<file path="src/rtl/result_streamer.sv">
// result_streamer: streams a burst of signed words from a registered-read result
// memory into a valid/ready sink through a 2-entry fall-through output FIFO.
// A burst is requested with start/base_addr/num_words while idle; busy covers the
// burst and done pulses for one cycle after the final word is accepted.

module result_streamer #(
    parameter int unsigned DATA_W = 16,
    parameter int unsigned ADDR_W = 8
) (
    input  logic              clk,
    input  logic              rst,
    input  logic              start,
    input  logic [ADDR_W-1:0] base_addr,
    input  logic [ADDR_W:0]   num_words,
    output logic [ADDR_W-1:0] mem_addr,
    input  logic [DATA_W-1:0] mem_data,
    output logic              out_valid,
    input  logic              out_ready,
    output logic [DATA_W-1:0] out_data,
    output logic              out_last,
    output logic              busy,
    output logic              done
);

    localparam logic [ADDR_W:0]   CntOne  = (ADDR_W + 1)'(1);
    localparam logic [ADDR_W-1:0] AddrOne = ADDR_W'(1);

    typedef enum logic [1:0] {
        StIdle,
        StRun,
        StDrain
    } state_e;

    // Control state
    state_e            state_q;
    logic [ADDR_W:0]   num_q;       // captured burst length
    logic [ADDR_W:0]   issued_q;    // reads issued so far
    logic [ADDR_W:0]   sent_q;      // words accepted by the sink so far
    logic [ADDR_W-1:0] addr_q;      // address of the next read
    logic              busy_q;
    logic              done_q;

    // Read pipeline and output FIFO
    logic              in_flight_q; // mem_data carries a requested word this cycle
    logic [DATA_W-1:0] fifo_q [2];
    logic              wr_ptr_q;
    logic              rd_ptr_q;
    logic [1:0]        count_q;

    // Decoded per-cycle events
    logic              accept;
    logic              pop;
    logic              issue;
    logic              last_issue;
    logic [1:0]        occupancy;
    logic [ADDR_W:0]   num_m1;

    // Derive start acceptance, FIFO pop and read-issue decisions for this cycle
    always_comb begin
        num_m1     = num_q - CntOne;
        accept     = (state_q == StIdle) && start && !busy_q;
        pop        = out_valid && out_ready;
        occupancy  = count_q + {1'b0, in_flight_q};
        // Words in flight plus buffered words never exceed the two FIFO slots; a slot
        // being vacated by a pop in this same cycle is already counted as free, which
        // is what keeps the stream gap-free with the sink always ready.
        issue      = (state_q == StRun) &&
                     ((occupancy < 2'd2) || ((occupancy == 2'd2) && pop));
        last_issue = issue && (issued_q == num_m1);
    end

    // Fall-through FIFO head drives the output stream directly
    always_comb begin
        out_valid = (count_q != 2'd0);
        out_data  = fifo_q[rd_ptr_q];
        out_last  = out_valid && (sent_q == num_m1);
        mem_addr  = addr_q;
        busy      = busy_q;
        done      = done_q;
    end

    // Capture returning read data into the FIFO and track its occupancy
    always_ff @(posedge clk or negedge rst) begin
        if (!rst) begin
            fifo_q[0]   <= '0;
            fifo_q[1]   <= '0;
            wr_ptr_q    <= 1'b0;
            rd_ptr_q    <= 1'b0;
            count_q     <= 2'd0;
            in_flight_q <= 1'b0;
        end else begin
            if (in_flight_q) begin
                fifo_q[wr_ptr_q] <= mem_data;
                wr_ptr_q         <= ~wr_ptr_q;
            end
            if (pop) begin
                rd_ptr_q <= ~rd_ptr_q;
            end
            count_q     <= count_q + {1'b0, in_flight_q} - {1'b0, pop};
            in_flight_q <= issue;
        end
    end

    // Burst sequencing: IDLE -> RUN (issuing reads) -> DRAIN (emptying FIFO) -> IDLE
    always_ff @(posedge clk or negedge rst) begin
        if (!rst) begin
            state_q  <= StIdle;
            num_q    <= '0;
            issued_q <= '0;
            sent_q   <= '0;
            addr_q   <= '0;
            busy_q   <= 1'b0;
            done_q   <= 1'b0;
        end else begin
            done_q <= 1'b0;
            if (issue) begin
                issued_q <= issued_q + CntOne;
                // Park the address on the final read so it stays put afterwards
                if (!last_issue) begin
                    addr_q <= addr_q + AddrOne;
                end
            end
            if (pop) begin
                sent_q <= sent_q + CntOne;
            end
            unique case (state_q)
                StIdle: begin
                    if (accept) begin
                        num_q    <= num_words;
                        issued_q <= '0;
                        sent_q   <= '0;
                        if (num_words == '0) begin
                            done_q <= 1'b1;
                        end else begin
                            addr_q  <= base_addr;
                            busy_q  <= 1'b1;
                            state_q <= StRun;
                        end
                    end
                end
                StRun: begin
                    if (last_issue) begin
                        state_q <= StDrain;
                    end
                end
                StDrain: begin
                    if (pop && out_last) begin
                        state_q <= StIdle;
                        busy_q  <= 1'b0;
                        done_q  <= 1'b1;
                    end
                end
                default: begin
                    state_q <= StIdle;
                end
            endcase
        end
    end

endmodule

</file>
<file path="config.mk">
export PLATFORM = sky130hd
export DESIGN_NAME = result_streamer
export DESIGN_NICKNAME = d
export VERILOG_FILES = /design/src/rtl/result_streamer.sv
export SDC_FILE = /design/constraint.sdc
export NUM_CORES = 1
export LEC_CHECK = 0
export ABC_AREA = 1
export CELL_PAD_IN_SITES_DETAIL_PLACEMENT = 0
export CELL_PAD_IN_SITES_GLOBAL_PLACEMENT = 1
export CORE_MARGIN = 4
export CORE_UTILIZATION = 39
export CTS_CLUSTER_SIZE = 8
export DETAILED_ROUTE_END_ITERATION = 7
export MAX_ROUTING_LAYER = met4
export PLACE_DENSITY = 0.78
export SETUP_SLACK_MARGIN = 0.02
export SKIP_LAST_GASP = 1
export SLEW_MARGIN = 10
export SYNTH_ARGS = -nofsm -noshare
export SYNTH_HDL_FRONTEND = slang
export SYNTH_SLANG_ARGS = --single-unit
</file>
<file path="constraint.sdc">
create_clock -name clk -period 2.5 [get_ports clk]
set_input_delay 0.25 -clock clk [delete_from_list [all_inputs] [get_ports clk]]
set_output_delay 0.25 -clock clk [all_outputs]
set_load 0.01 [all_outputs]
</file>
## Yosys cells after proc, flatten, opt, wreduce, memory -nomap -nowiden

Cells that the tools add are included.
W data, S select, Z words.

- Bits in registers: 76
- Bits of input ports: 37
- Output and inout bits: 28
- Word-level logic and storage cells: 84

- Add/subtract/negate cells: 6
- Magnitude comparators: 4
- Equal/unequal tests: 9
- Multiplexer cells: 30
- Bitwise logic cells: 4
- Reductions and logical operators: 18

Operators by type and width:

| cell | number |
|---|---|
| $mux W16 | 4 |
| $mux W9 | 6 |
| $mux W8 | 5 |
| $bwmux W32 | 1 |
| $add A9 B1 Y9 const B | 2 |
| $eq A9 B9 Y1 | 2 |
| $demux W16 S1 | 1 |
| $logic_and A1 B1 Y1 | 9 |
| $logic_not A9 Y1 | 1 |
| $sub A9 B1 Y9 const B | 1 |
| $add A8 B1 Y8 const B | 1 |
| $mux W2 | 4 |
| $ne A2 B2 Y1 const B | 4 |
| $reduce_and A4 Y1 | 2 |
| $mux W1 | 6 |
| $pmux W2 S3 | 1 |
| $eq A2 B2 Y1 const B | 2 |
| $ge A2 B2 Y1 const B | 2 |
| $not A1 Y2 | 2 |
| $pmux W1 S2 | 2 |
| $reduce_bool A2 Y1 | 2 |
| $add A2 B1 Y2 | 1 |
| $eq A2 B1 Y1 const B | 1 |
| $logic_not A2 Y1 | 1 |
| 7 further kinds | 8 |

## Depth between registers and ports, before layout

- Depth in word-level cells: 11
- Depth in mapped cells: 16
- Mapped depth without buffers: 15

## Least setup slack after synthesis

Ideal clock, no wire load.

- Path type: flip-flop to flip-flop
- Start: register num_q[0]
- End: register addr_q[2], in the netlist mem_addr[2]
- Data arrival time: 1.722 ns
- Data required time: 2.380 ns
- Path slack: 0.658 ns
- Cell stages (with the launch flop): 15
- Cell sequence: dfrtp_1 -> inv_2 -> ha_1 -> nand2_2 -> nor2_2 -> nand3_1 -> nand2_1 -> nor2_1 -> nor2_1 -> nand3_2 -> buf_6 -> nand3_1 -> nand2_1 -> nand2_1 -> a21oi_2

- Word-level cells in the longest chain between the ends: 8

RTL lines:

| what | RTL line | RTL |
|---|---|---|
| start: declaration | 36 | `logic [ADDR_W:0] num_q;` |
| start signal: assignment | 129 | `num_q <= num_words;` |
| $sub A9 B1 Y9 * | 60 | `num_m1 = num_q - CntOne;` |
| $eq A9 B9 Y1 * | 69 | `last_issue = issue && (issued_q == num_m1);` |
| $logic_and A1 B1 Y1 * | 69 |  |
| $mux W8 * | 119 | `if (!last_issue) begin` |
| $mux W8 * | 116 | `if (issue) begin` |
| $mux W8 | 132 | `if (num_words == '0) begin` |
| $mux W8 | 128 | `if (accept) begin` |
| $mux W8 * | 126 | `unique case (state_q)` |
| end signal: assignment | 120 | `addr_q <= addr_q + AddrOne;` |
| end signal: assignment | 135 | `addr_q <= base_addr;` |
| end: declaration | 39 | `logic [ADDR_W-1:0] addr_q;` |

Mark *: on every way between the ends. The rest lies on a longest branch, timed or not.
A chain may end at the register's enable or synchronous reset.

## Worst setup path after layout

- Start: register num_q[0]
- End: output out_last

- Word-level cells in the longest chain between the ends: 3

RTL lines:

| what | RTL line | RTL |
|---|---|---|
| $sub A9 B1 Y9 | 60 |  |
| $eq A9 B9 Y1 | 76 | `out_last = out_valid && (sent_q == num_m1);` |
| $logic_and A1 B1 Y1 | 76 |  |
| end: declaration | 20 | `output logic out_last,` |

No other way between the ends.

==> metrics.txt <==
Overall Power about 6500 uW; pin count of the biggest net entering global routing 77; Total GRT Usage 0.1749; wire per inst roughly 13 um; crit start category flip-flop; Max Slew Vio Count 0; grt ovf 0; Post-route DRC 0; met1 Use GR 0.2276; Syn Nets 581; synth cell count leaders nand2_1, dfrtp_1, inv_1; VDD IR max 0.4380 mV; RR Endpoint mem_addr[1]$_DFF_PN0_; synth warn 0; met3 usage 0.03611; I/O pin cnt 65; total wire length 9.506 mm; number of buffers created by CTS 9; switching power 2894 uW; Synth top area share 0.4686; initial antenna violation count 0; setup TNS 0 ns; RSZ-0062 raised after global routing false; status complete, no violations; async set-reset flop share out of synthesis 1.000; critical path's slowest cell dfrtp_1; Chip Height 110.0 um; Clock Skew 0.01240 ns; final HPWL from detailed placement 6.869 mm; Max Cap Viol 0; final setup vio count 0; worst skew pair latency 0.35 ns; dominant cell type by area after synthesis dfrtp_1; Die Area 12,100 um2; Post-DRT Antenna Nets 0; Worst Hold Class in -> async; Net Sw Frac 0.4445; Avg Cell Area, Syn ~7.5 um2; ANT cells 0; met2 usage 0.2704; top cells by area, synth dfrtp_1, nand2_1, o21ai_0, inv_1, nand3_1; Post-Syn Area between 4000 and 5000 um2; final hold violation count 0; # fillers 997; vias per inst between 4 and 5; DR iter-0 viols 231; Rows 36; core footprint 9955 um2; Port Buffer Count 64; Seq cells post-synth 76; Via Count 3,648; Initial DRT Pass Iterations 6; Netlist cell types 33; Combinational Power Share 0.515; Peak Freq roughly 430 MHz; Initial Util 0.4077; register area share after synthesis 0.4686; Tcrit/Tclk final 0.9219; most frequent cell after synthesis nand2_1; sequential share of power 0.349; number of global-route vias before repair 3,418; clk sinks 76; crit end category output port; Clk pin slew, worst setup/hold paths approximately 0.090 ns; LEAKAGE between 0.002 and 0.0025 uW; crit-path cells inv_2, ha_4, nand2_2, nor2_4, nand3_1, nand2_1, nand2_1, nand3_1, nor2_1, and2_4, clkdlybuf4s15_1; PwrDens 1281 nW/um2; flop2flop setup slack 0.30 ns; Final nets 650; Area Overhead vs Synth 25.18%; max_slew headroom 0.6156; Main synth FF type dfrtp_1; CP Launch Point num_q[0]$_DFFE_PN0P_; Max clock buf depth 2; first-pass GRT wire length 16.10 mm; clk root buf clkbuf_8; EDFF count, synth 0; reg-to-reg startpoint num_q[0]$_DFFE_PN0P_; final core utilization 0.5104; Internal 3617 uW; crit path DAT 2.05 ns; clock power share 0.136; R2R depth 13; crit path max fanout 5; CTS tree yes; Final min period 2.305 ns; H-tree Lvls 3; Syn Inst Count 538; Critical Path RT approximately 2.3 ns; max incr delay on CP 0.41 ns; measured slew at the worst slew-check pin 0.5730 ns; routability cong. 0.8404; Die Wd 110.0 um; critical path type reg -> out; Top Usage Layer GRT met2; layout cells sized above 1 0.09967
## cells by family after synthesis
family / after synthesis / share of synthesized area
XOR/XNOR: 6 / 0.01295
adder cells (fa/ha/maj): 6 / 0.01850
AO/OA/AOI/OAI: 77 / 0.1033
buffers and inverters: 86 / 0.08292
flip-flops: 76 / 0.4686
AND/OR/NAND/NOR: 287 / 0.3138
## worst max-delay path: cells and delay by family (launching register included)
kind	cells	cell delay [ns]
fa+ha+maj	1	0.17
flops	1	0.41
buf+inv	2	0.35
simple gates	8	0.77
## routing by layer
layer,wire length (um),up-vias
met4,210,0
met3,526,22
met5,0,-
met2,4385,95
met1,4384,1677
li1,-,1854
## final cells by class
| type | count | area, um2 | share of cell area |
|---|---|---|---|
| sequential | 76 | 1902 | 0.3743 |
| clock buffer | 9 | 123.9 | 0.02438 |
| clock inverter | 7 | 57.56 | 0.01133 |
| tap | 133 | 166.4 | 0.03275 |
| multi-input combinational | 376 | 1841 | 0.3622 |
| inverter | 70 | 262.8 | 0.05171 |
| timing repair buffer | 74 | 728.2 | 0.1433 |
## flip-flops by register name, indices dropped and copies added (netlist names), 2 cells and up
register  count
mem_addr      8
count_q       2
num_q         9
sent_q        9
state_q       2
fifo_q       32
issued_q      9
## power groups by stage
stage | combinational [uW] | sequential, uW | clock [uW]
6_report | 3360 | 2270 | 885
5_1_grt | 3860 | 2360 | 967
4_1_cts | 3360 | 2260 | 911
3_5_place_dp | 3320 | 2280 | 0
3_3_place_gp | 3260 | 2280 | 0
2_1_floorplan | 2170 | 2210 | 0
## how the worst max path moves through the flow
stage                                  to  slack, ns  cells after the start
global placement                 out_last       0.16                     11
CTS                              out_last       0.06                     11
detailed placement               out_last       0.13                     10
floorplan           mem_addr[2]$_DFF_PN0_       0.66                     14
finish                           out_last       0.20                     11
global route        mem_addr[1]$_DFF_PN0_       0.04                     15
## per-stage QoR
step / instance area (um2) / instances / hold slack [ns] / setup WS (ns)
detailed placement: 4847 / 725 / 0.3061 / 0.1331
global route: 5081 / 745 / 0.4385 / 0.04199
floorplan: 4059 / 538 / -0.04559 / 0.6580
finish: 5081 / 745 / 0.4101 / 0.1953
global placement: 4847 / 725 / 0.3043 / 0.1584
CTS: 5050 / 742 / 0.4238 / 0.06410
## layout by cell type (no fill, tap or decap), drive strengths merged
master | netlist | layout
or2 | 2 | 2
nand4 | 8 | 8
nor2 | 43 | 43
dlygate4sd3 | 0 | 1
clkdlybuf4s50 | 0 | 62
xor2 | 6 | 6
nor4b | 1 | 1
a21oi | 18 | 18
nor4 | 5 | 5
nor3 | 13 | 13
clkinvlp | 0 | 2
o21bai | 1 | 1
clkinv | 2 | 3
buf | 4 | 10
inv | 68 | 72
nand3 | 39 | 39
ha | 6 | 6
clkdlybuf4s15 | 0 | 1
nand2 | 175 | 175
o21a | 1 | 1
a31oi | 2 | 2
o21ai | 55 | 55
dfrtp | 76 | 76
clkbuf | 12 | 9
and2 | 1 | 1
## timing repair
item                                    in CTS  in global routing
hold endpoints to repair                    76                  0
endpoints found under the setup margin       1                  2
hold buffers                                 1                  0
setup buffers                                0                  3
gates resized for setup                      3                  3
Note: power is estimated with default switching activity, not from simulation.
==> RTL change: new RTL, same settings <==
Reset style: synchronous (`rst`), changed in 2 clocked blocks.
--- a/src/rtl/result_streamer.sv
+++ b/src/rtl/result_streamer.sv
@@ -80,7 +80,7 @@
     end
 
     // Capture returning read data into the FIFO and track its occupancy
-    always_ff @(posedge clk or negedge rst) begin
+    always_ff @(posedge clk) begin
         if (!rst) begin
             fifo_q[0]   <= '0;
             fifo_q[1]   <= '0;
@@ -102,7 +102,7 @@
     end
 
     // Burst sequencing: IDLE -> RUN (issuing reads) -> DRAIN (emptying FIFO) -> IDLE
-    always_ff @(posedge clk or negedge rst) begin
+    always_ff @(posedge clk) begin
         if (!rst) begin
             state_q  <= StIdle;
             num_q    <= '0;
Check against the original RTL: differs if rst is asserted again (counterexample within 4 cycles, from zero or initial values and one cycle with rst low); with rst held inactive, the same outputs for 10 cycles.
==> RTL change against the unedited design <==
Count of clock-buffer cells in the layout unchanged; worst setup slack improved by 0.029 ns; synthesized area about the same; sequential cell count increased by 1; cell area increased by 0.67%; routed wire length decreased by 0.13%; critical path type unchanged; highest routed layer unchanged.
Power is not compared: it rests on default switching activity, and its combinational part moved more than twofold at a synthesized area within 25%.
==> RTL change: results <==
metrics = {
    "status": {
        "status": "completed",
    },
    "critical_path": {
        "cp_max_fo": 8,
        "reg2reg_depth": 15,
        "cpPeakStageDelay_ns": 0.34,
        "crit_arrival_ns": 2.03,
        "timing.rr.start": "num_q[1]$_SDFFE_PN0P_",
        "r2r_end": "mem_addr[6]$_SDFF_PN0_",
    },
    "placement": {
        "gp_congestion": 0.9002,
        "place_inst": 702,
        "dpl.hpwl_um": 7221,
        "placed_area_um2": 4915,
    },
    "routing": {
        "met2_length_um": 4341,
        "wl_met3_um": 490,
    },
    "synthesis": {
        "syn-num-nets": 546,
        "ys_seq_area_share_pct": 45.83,
        "synthMuxAreaShare_pct": 4.435,
        "synthAdderAreaFrac_pct": 1.848,
        "synth-xor-area-share_pct": 2.371,
        "synthTopCellsByArea": "edfxtp_1, dfxtp_1, nand2_1, inv_1, nor2_1",
    },
    "timing": {
        "timing.hold.ws_ns": 0.4581,
        "skew_ns": 0.009503,
    },
    "final_layout": {
        "buffers": 76,
        "multi_input_area_share_pct": 36.64,
    },
    "min_path": {
        "hold_class": "flip-flop to flip-flop",
    },
    "global_route": {
        "gr-usage-met1_pct": 21.73,
        "grt_use_met2_pct": 26.78,
        "grt_usage_pct": 16.85,
        "grt_pass1_wl_um": 15260,
    },
    "clock_network": {
        "clkSinkCount": 77,
        "post_cts_resize_count": 5,
    },
}
==> RTL change: cell count changes in the layout (fill, tap and decap cells not counted), sizes merged, moves of 23 or more <==
cell	before	now
o21ai	55	32
nand2	175	89
nor2	43	79
edfxtp	0	32
dfrtp	76	0
dfxtp	0	45
==> RTL change: worst min-delay path by stage <==
stage                               start               endpoint  cells past startpoint
floorplan           rd_ptr_q$_SDFFE_PN0P_              flip-flop                      1
global placement    rd_ptr_q$_SDFFE_PN0P_              flip-flop                      1
detailed placement  rd_ptr_q$_SDFFE_PN0P_              flip-flop                      1
CTS                 rd_ptr_q$_SDFFE_PN0P_  rd_ptr_q$_SDFFE_PN0P_                      1
global route        rd_ptr_q$_SDFFE_PN0P_              flip-flop                      1
finish              rd_ptr_q$_SDFFE_PN0P_              flip-flop                      1
==> RTL change: cell families after synthesis <==
group	after synthesis
mux	16
simple gates	244
compound gates	60
fa+ha+maj	6
flops	77
xor+xnor	11
buf+inv	89
